==> config.mk <==
export PLATFORM = sky130hd
export DESIGN_NAME = nonce_search_ctrl_flat
export DESIGN_NICKNAME = d
export VERILOG_FILES = /design/src/rtl/nonce_search_if.sv /design/src/rtl/nonce_search_ctrl.sv /design/src/flat_wrapper.sv
export SDC_FILE = /design/constraint.sdc
export NUM_CORES = 1
export LEC_CHECK = 0
export CAP_MARGIN = 10
export CORE_MARGIN = 5
export CORE_UTILIZATION = 45
export CTS_BUF_LIST = sky130_fd_sc_hd__clkbuf_4 sky130_fd_sc_hd__clkbuf_8
export DETAILED_ROUTE_END_ITERATION = 8
export HOLD_SLACK_MARGIN = 0.03
export PLACE_DENSITY_LB_ADDON = 0.25
export SLEW_MARGIN = 40
export SYNTH_ARGS = -nofsm -noshare
export SYNTH_HDL_FRONTEND = slang
export SYNTH_SLANG_ARGS = --single-unit
==> constraint.sdc <==
create_clock -name clk -period 3.8 [get_ports clk]
set_input_delay 0.38 -clock clk [delete_from_list [all_inputs] [get_ports clk]]
set_output_delay 0.38 -clock clk [all_outputs]
set_load 0.02 [all_outputs]
==> src/rtl/nonce_search_if.sv <==
// rtl/nonce_search_if.sv - hash core / checker handshake bundle for the nonce sweep
interface nonce_search_if #(
    parameter int NONCE_W = 32
);
    logic               hash_start;
    logic [NONCE_W-1:0] nonce;
    logic               hash_done;
    logic               check_hash;
    logic               valid_hash;

    modport master (
        output hash_start,
        output nonce,
        output check_hash,
        input  hash_done,
        input  valid_hash
    );

    modport slave (
        input  hash_start,
        input  nonce,
        input  check_hash,
        output hash_done,
        output valid_hash
    );
endinterface

==> src/rtl/nonce_search_ctrl.sv <==
// rtl/nonce_search_ctrl.sv - sweeps an inclusive nonce range, one hash per nonce,
// stopping on first pass, range exhaustion or hash-core timeout
module nonce_search_ctrl #(
    parameter int NONCE_W = 32,
    parameter int TIMEOUT = 256,
    parameter int CNT_W   = 32
) (
    input  logic               clk,
    input  logic               n_rst,
    input  logic               start,
    input  logic               abort,
    input  logic [NONCE_W-1:0] start_nonce,
    input  logic [NONCE_W-1:0] end_nonce,
    nonce_search_if.master     hif,
    output logic               busy,
    output logic               found,
    output logic               exhausted,
    output logic               error,
    output logic [NONCE_W-1:0] found_nonce,
    output logic [CNT_W-1:0]   attempts
);
    localparam int TMR_W = $clog2(TIMEOUT);
    localparam logic [TMR_W-1:0] TMR_LAST = TMR_W'(TIMEOUT - 1);

    typedef enum logic [2:0] {
        S_IDLE, S_ISSUE, S_WAIT, S_CHECK, S_FOUND, S_EXHAUST, S_ERROR
    } state_t;

    state_t             state_q, state_d;
    logic [NONCE_W-1:0] nonce_q, nonce_d;
    logic [NONCE_W-1:0] end_q, end_d;
    logic [NONCE_W-1:0] found_nonce_q, found_nonce_d;
    logic [CNT_W-1:0]   attempts_q, attempts_d;
    logic [TMR_W-1:0]   timer_q, timer_d;
    logic hash_start_q, hash_start_d;
    logic check_hash_q, check_hash_d;
    logic busy_q, busy_d;
    logic found_q, found_d;
    logic exhausted_q, exhausted_d;
    logic error_q, error_d;

    always_comb begin
        state_d       = state_q;
        nonce_d       = nonce_q;
        end_d         = end_q;
        found_nonce_d = found_nonce_q;
        attempts_d    = attempts_q;
        timer_d       = timer_q;

        if (abort) begin
            state_d = S_IDLE;
        end else begin
            case (state_q)
                S_IDLE, S_FOUND, S_EXHAUST, S_ERROR: begin
                    if (start) begin
                        nonce_d       = start_nonce;
                        end_d         = end_nonce;
                        attempts_d    = '0;
                        found_nonce_d = '0;
                        state_d       = S_ISSUE;
                    end
                end
                S_ISSUE: begin
                    timer_d = '0;
                    state_d = S_WAIT;
                end
                S_WAIT: begin
                    if (hif.hash_done) begin
                        state_d = S_CHECK;
                    end else if (timer_q == TMR_LAST) begin
                        state_d = S_ERROR;
                    end else begin
                        timer_d = timer_q + TMR_W'(1);
                    end
                end
                S_CHECK: begin
                    attempts_d = (&attempts_q) ? attempts_q : attempts_q + CNT_W'(1);
                    // A pass on the final nonce must win over exhaustion.
                    if (hif.valid_hash) begin
                        found_nonce_d = nonce_q;
                        state_d       = S_FOUND;
                    end else if (nonce_q == end_q) begin
                        state_d = S_EXHAUST;
                    end else begin
                        nonce_d = nonce_q + NONCE_W'(1);
                        state_d = S_ISSUE;
                    end
                end
                default: state_d = S_IDLE;
            endcase
        end

        // Outputs are registered as a decode of the next state.
        hash_start_d = (state_d == S_ISSUE);
        check_hash_d = (state_d == S_CHECK);
        busy_d       = (state_d == S_ISSUE) || (state_d == S_WAIT) || (state_d == S_CHECK);
        found_d      = (state_d == S_FOUND);
        exhausted_d  = (state_d == S_EXHAUST);
        error_d      = (state_d == S_ERROR);
    end

    always_ff @(posedge clk or negedge n_rst) begin
        if (!n_rst) begin
            state_q       <= S_IDLE;
            nonce_q       <= '0;
            end_q         <= '0;
            found_nonce_q <= '0;
            attempts_q    <= '0;
            timer_q       <= '0;
            hash_start_q  <= 1'b0;
            check_hash_q  <= 1'b0;
            busy_q        <= 1'b0;
            found_q       <= 1'b0;
            exhausted_q   <= 1'b0;
            error_q       <= 1'b0;
        end else begin
            state_q       <= state_d;
            nonce_q       <= nonce_d;
            end_q         <= end_d;
            found_nonce_q <= found_nonce_d;
            attempts_q    <= attempts_d;
            timer_q       <= timer_d;
            hash_start_q  <= hash_start_d;
            check_hash_q  <= check_hash_d;
            busy_q        <= busy_d;
            found_q       <= found_d;
            exhausted_q   <= exhausted_d;
            error_q       <= error_d;
        end
    end

    assign hif.hash_start = hash_start_q;
    assign hif.nonce      = nonce_q;
    assign hif.check_hash = check_hash_q;
    assign busy           = busy_q;
    assign found          = found_q;
    assign exhausted      = exhausted_q;
    assign error          = error_q;
    assign found_nonce    = found_nonce_q;
    assign attempts       = attempts_q;
endmodule

==> src/flat_wrapper.sv <==
// flat-port wrapper written by rule: the top's interface ports become plain ports
module nonce_search_ctrl_flat 
#(
    parameter int NONCE_W = 32,
    parameter int TIMEOUT = 256,
    parameter int CNT_W   = 32
)
  (clk, n_rst, start, abort, start_nonce, end_nonce, busy, found, exhausted, error, found_nonce, attempts, hif_hash_start, hif_nonce, hif_check_hash, hif_hash_done, hif_valid_hash);
  nonce_search_if #(.NONCE_W(NONCE_W)) hif_i ();
  input  logic clk;
  input  logic n_rst;
  input  logic start;
  input  logic abort;
  input  logic [NONCE_W-1:0] start_nonce;
  input  logic [NONCE_W-1:0] end_nonce;
  output logic busy;
  output logic found;
  output logic exhausted;
  output logic error;
  output logic [NONCE_W-1:0] found_nonce;
  output logic [CNT_W-1:0] attempts;
  output wire logic [$bits(hif_i.hash_start)-1:0] hif_hash_start;
  output wire logic [$bits(hif_i.nonce)-1:0] hif_nonce;
  output wire logic [$bits(hif_i.check_hash)-1:0] hif_check_hash;
  input wire logic [$bits(hif_i.hash_done)-1:0] hif_hash_done;
  input wire logic [$bits(hif_i.valid_hash)-1:0] hif_valid_hash;
  assign hif_hash_start = hif_i.hash_start;
  assign hif_nonce = hif_i.nonce;
  assign hif_check_hash = hif_i.check_hash;
  assign hif_i.hash_done = hif_hash_done;
  assign hif_i.valid_hash = hif_valid_hash;
  nonce_search_ctrl #(.NONCE_W(NONCE_W), .TIMEOUT(TIMEOUT), .CNT_W(CNT_W)) u_core (.clk(clk), .n_rst(n_rst), .start(start), .abort(abort), .start_nonce(start_nonce), .end_nonce(end_nonce), .hif(hif_i), .busy(busy), .found(found), .exhausted(exhausted), .error(error), .found_nonce(found_nonce), .attempts(attempts));
endmodule
======== After elaboration in Yosys (flattened, before gate mapping) ========
Cells that the tools add are included.
word-level totals
  flip-flop bits (word level) ............. 145
  input port bits ......................... 70
  output and inout bits ................... 102
  word-level logic and storage cells ...... 68
operators by class
  $add $sub $neg .......................... 3
  eq/ne operators ......................... 21
  multiplexer cells ....................... 19
  bitwise gates (word level) .............. 1
  reduce and logical (&&, ||, !) cells .... 12
operator list
  operator               count
  $mux 32                6
  $pmux 32 s2            3
  $add 32x1->32 const B  2
  $eq 32x32->1           1
  $reduce_and 32->1      1
  $eq 3x3->1 const B     6
  $mux 3                 6
  $mux 8                 2
  $pmux 8 s2             1
  $ne 2x2->1 const B     7
  $eq 3x2->1 const B     4
  $pmux 3 s4             1
  $reduce_and 4->1       3
  $add 8x1->8 const B    1
  $eq 8x8->1 const B     1
  $eq 3x1->1 const B     2
  $reduce_and 5->1       1
  $reduce_bool 2->1      2
  $reduce_or 4->1        1
  $logic_not 3->1        1
  $reduce_and 3->1       1
  $logic_or 1x1->1       2
  $not 1->1              1

======== Logic depth before layout (Yosys ltp) ========
  depth after elaboration ................. 8
  depth in mapped cells ................... 9
  mapped depth without buffers ............ 7

======== Worst setup path after synthesis ========
OpenSTA, ideal clock, no wires.
  path type ............................... reg2reg
  start ................................... reg u_core.nonce_q[15] (netlist: u_core.hif.nonce[15])
  end ..................................... reg u_core.nonce_q[7] (netlist: u_core.hif.nonce[7])
  library setup time ...................... 129 ps
  arrival ................................. 2133 ps
  required time ........................... 3671 ps
  setup slack ............................. 1538 ps
  cell stages (with the launch flop) ...... 10
  path buffers ............................ 3
  clock period less this slack ............ 2262 ps
  path through ............................ dfrtp_1 buf_2 xnor2_1 nand4_1 nor4_4 a21oi_2 buf_6 buf_6 a311oi_1 a21oi_1
between the ends
  longest elaborated chain between the ends .. 3
ends and longest elaborated chain
  element                     line                      RTL
  start, declared             nonce_search_ctrl.sv:30   logic [NONCE_W-1:0] nonce_q, nonce_d;
  start signal, assigned      nonce_search_ctrl.sv:118  nonce_q <= nonce_d;
  $eq 32x32->1                nonce_search_ctrl.sv:82   end else if (nonce_q == end_q) begin
  $ne 2x2->1 (no line)        n/a
  $reduce_and 5->1 (no line)  n/a
No other way between the ends.
A chain may end at the register's enable or synchronous reset.

======== Worst setup path in the final report ========
  start ................................... reg u_core.state_q[2]
  end ..................................... reg u_core.nonce_q[21] (netlist: u_core.hif.nonce[21])
between the ends
  longest elaborated chain between the ends .. 4
  elaborated cells between the ends (all ways) .. 12
  those cells by class .................... 7 x eq/ne; 1 x mux; 4 x reduce/logical
ends and longest elaborated chain
  element                                                           line                      RTL
  start, declared                                                   nonce_search_ctrl.sv:29   state_t state_q, state_d;
  start signal, assigned                                            nonce_search_ctrl.sv:117  state_q <= state_d;
  $eq 3x3->1 / $logic_not 3->1 (equally long branches)              nonce_search_ctrl.sv:53   case (state_q)
  $reduce_or 4->1                                                   nonce_search_ctrl.sv:53
  $ne 2x2->1 (no line) / $reduce_bool 2->1 (equally long branches)  n/a
  $reduce_and 5->1 (no line)                                        n/a
Parallel ways exist; a longest one is shown, timed or not.

==> summary.txt <==
Status
  – Status: complete, no violations

Synth
  – Post-synth ARST share: 1.000
  – Top cell type's share of synthesized area: 0.4651
  – Cells after synthesis: 852
  – Ys Warns: 0
  – Post-synthesis register bit count: 145
  – Post-synth EDFFs: 0
  – Top cells by area, synth: dfrtp_1, nand2_1, xnor2_1
  – Synth Flop Type: dfrtp_1
  – Top cells by instance count after synthesis: nand2_1, dfrtp_1, nor2_1, nand4_1, xnor2_1
  – Cell area after synthesis: 7801 um^2
  – Mapped Nets: 925
  – Synth cell types: 80
  – Syn avg cell area: 9.156 um^2
  – Synth area leader: dfrtp_1
  – Most common cell in the synthesized netlist: nand2_1
  – Sequential area share after synthesis: 0.4651

Floorplan
  – Ports: 172
  – Core area: 17180 um^2
  – Die Wd: 141.7 um
  – FP Rows: 48
  – Die Y: 141.7 um
  – Initial Utilization: 0.4542
  – Die ar.: 20070 um^2

Clock network
  – CTS Hold Buffers Added: 1
  – CTS tree: built
  – Clk Tree Root Cell: clkbuf_8
  – H-tree depth: 4
  – Post-CTS Setup Bufs: 0
  – Clk sinks: 145
  – CTS Buf Count: 17
  – Clock Path Buffers: 2
  – Resize count post-CTS: 0
  – Clock Pin Slew Worst Setup and Hold Paths: 0.09 ns
  – Skew-Pair Late Insertion Delay: 0.47 ns

Global routing
  – Total GRT Usage: 0.2481
  – Vias in the first global route: 7148
  – Largest net degree at the start of global routing: 80
  – First-pass GRT wire length: 39330 um
  – Initial antenna violation count: 0
  – GRT overflow: 0

Setup path
  – Crit-path cells: and2b_1 > nand2_1 > nor2_2 > buf_4 > nand2_1 > nor3b_1 > a221oi_1
  – Critical Path RT: 4.12 ns
  – Crit path from: u_core.state_q[2]
  – Highest-delay cell along the critical path: dfrtp_1
  – Most common cell on crit path: nand2_1
  – Worst R2R Setup Slack: 0.93 ns
  – CP max stage delay: 0.52 ns
  – CP Max Fanout: 37
  – R2R depth: 7
  – CP endpoint kind: flop
  – CP arrival: 3.19 ns
  – Crit path capture: u_core.hif.nonce[21]
  – Worst r2r src: u_core.state_q[2]
  – Crit Path Category: flop to flop
  – CP Launch Type: flop
  – Worst r2r dst: u_core.hif.nonce[21]

Worst hold path
  – Hold Crit Class: primary input to flop

Drt
  – Wirelength per Cell: 19.71 um
  – Routed WL: 24580 um
  – Drt via density: 5.858
  – Antenna Violating Nets Remaining: 0
  – Drt pass-1 iters: 5
  – Starting DRT DRC Count: 674
  – DR vias: 7305
  – DRC: 0

STA
  – Final clock skew: 0.01597 ns
  – Final Max Slew Viols: 0
  – Highest clock rate: 348.1 MHz
  – Fin. Hold Viols: 0
  – Slew margin rel.: 0.4590
  – RSZ-0062 raised after global routing: false
  – Slack of the critical path: 0.9271 ns
  – Final setup viols: 0
  – Crit path time final: 2.873 ns
  – Setup tns final: 0 ns
  – Final hold slack: 0.4259 ns
  – Post-route clock period utilization: 0.7560
  – Worst-margin pin slew: 0.8041 ns

Pwr
  – Clk network pwr share: 0.258
  – Power Density: 508.7 nW/um^2
  – LEAKAGE: 0.004330 uW
  – Final Power: 5202 uW
  – Comb pwr share: 0.302
  – Pint: 3306 uW
  – Net Sw Power: 1896 uW
  – Reg power frac: 0.440
  – Sw frac: 0.3645
  – Worst vdd rail ir drop: 286.7 uV

Flow run
  – Max-cap violations: 0

Final layout
  – Area grow syn2layout: 31.07%
  – Share of cells above drive strength 1: 0.08806
  – Layout Nets: 1083
  – Post-Route Utilization: 0.5953
  – ANT cells: 0

Place
  – Place WS: 0.6837 ns
  – Number of port buffers: 171
  – Hpwl dp: 17470 um
  – GPL Wtd Cong: 0.8861
-- metal layers --
metal	share of wire	up-vias	global-route usage
met5	0	-	0
met1	0.43	3518	0.3533
met4	0.030	0	0.1020
li1	-	3399	-
met3	0.080	46	0.04988
met2	0.46	342	0.3709
-- cells by family (layout without fill, tap and decap cells) --
logic type                 Yosys count  count (layout)  share of synthesized area
DFF                                145             145                     0.4651
buffers and inverters               70             240                    0.04090
adders and majority gates            3               3                   0.004812
and+or+nand+nor                    436             436                     0.2895
muxes                                3               3                   0.004010
AOI/OAI and AO/OA                  135             135                     0.1283
xor gates and xnor gates            60              60                    0.06736
-- power groups by stage --
stage / clock network (uW) / registers (uW) / logic [uW]
final: 1340 / 2290 / 1570
after global routing: 1430 / 2320 / 1700
after CTS: 1360 / 2270 / 1570
after detailed placement: 0 / 2300 / 1560
after global placement: 0 / 2290 / 1540
after floorplan: 0 / 2270 / 810
-- how the worst min path moves through the flow --
stage	slack (ns)	end	cells after the start	from
2_1_floorplan	0.08	u_core.attempts[0]	0	n_rst
3_3_place_gp	0.46	u_core.found_nonce[15]	2	u_core.found_nonce[15]
3_5_place_dp	0.47	u_core.attempts[19]	1	n_rst
4_1_cts	0.41	u_core.end_q[28]	3	end_nonce[28]
5_1_grt	0.42	u_core.end_q[8]	3	end_nonce[8]
6_report	0.43	u_core.end_q[28]	3	end_nonce[28]
-- through the flow --
step	std cells	area, um^2
2_1_floorplan	852	7801
3_3_place_gp	1215	9758
3_5_place_dp	1215	9772
4_1_cts	1247	10210
5_1_grt	1247	10220
6_report	1247	10220
-- cell usage in the layout, fill, tap and decap left out, types with 7 or more instances in the layout --
master	count
clkdlybuf4s50_1	170
nand2_1	158
dfrtp_1	145
nor2_1	70
nand4_1	58
xnor2_1	50
nor3_1	26
nand3_1	25
o21ai_1	25
buf_4	25
o21ai_0	20
and3_1	19
clkbuf_8	19
and4_1	18
a21oi_1	11
inv_1	11
a211oi_1	10
xor2_1	10
and2_1	9
nor4_1	7
-- flip-flops by register name, summed over array words and instances, names as in the netlist, 3 cells and up --
| register | count |
|---|---|
| u_core.attempts | 32 |
| u_core.timer_q | 8 |
| u_core.found_nonce | 32 |
| u_core.hif.nonce | 32 |
| u_core.state_q | 3 |
| u_core.end_q | 32 |
-- area by class of cell --
class | instances | area, um^2
fill | 1551 | 6952
multi-input combinational | 637 | 3910
sequential | 145 | 3628
timing repair buffer | 198 | 1933
tap | 225 | 281.5
clock buffer | 21 | 270.3
clock inverter | 10 | 160.2
inverter | 11 | 41.29
-- critical path, delay by kind of cell (launching register included) --
family	cells	cell delay [ns]
AND/OR/NAND/NOR	5	1.64
buffers and inverters	1	0.36
AO/OA/AOI/OAI	1	0.19
flip-flops	1	0.52
Power figures use the tool's default switching activity.
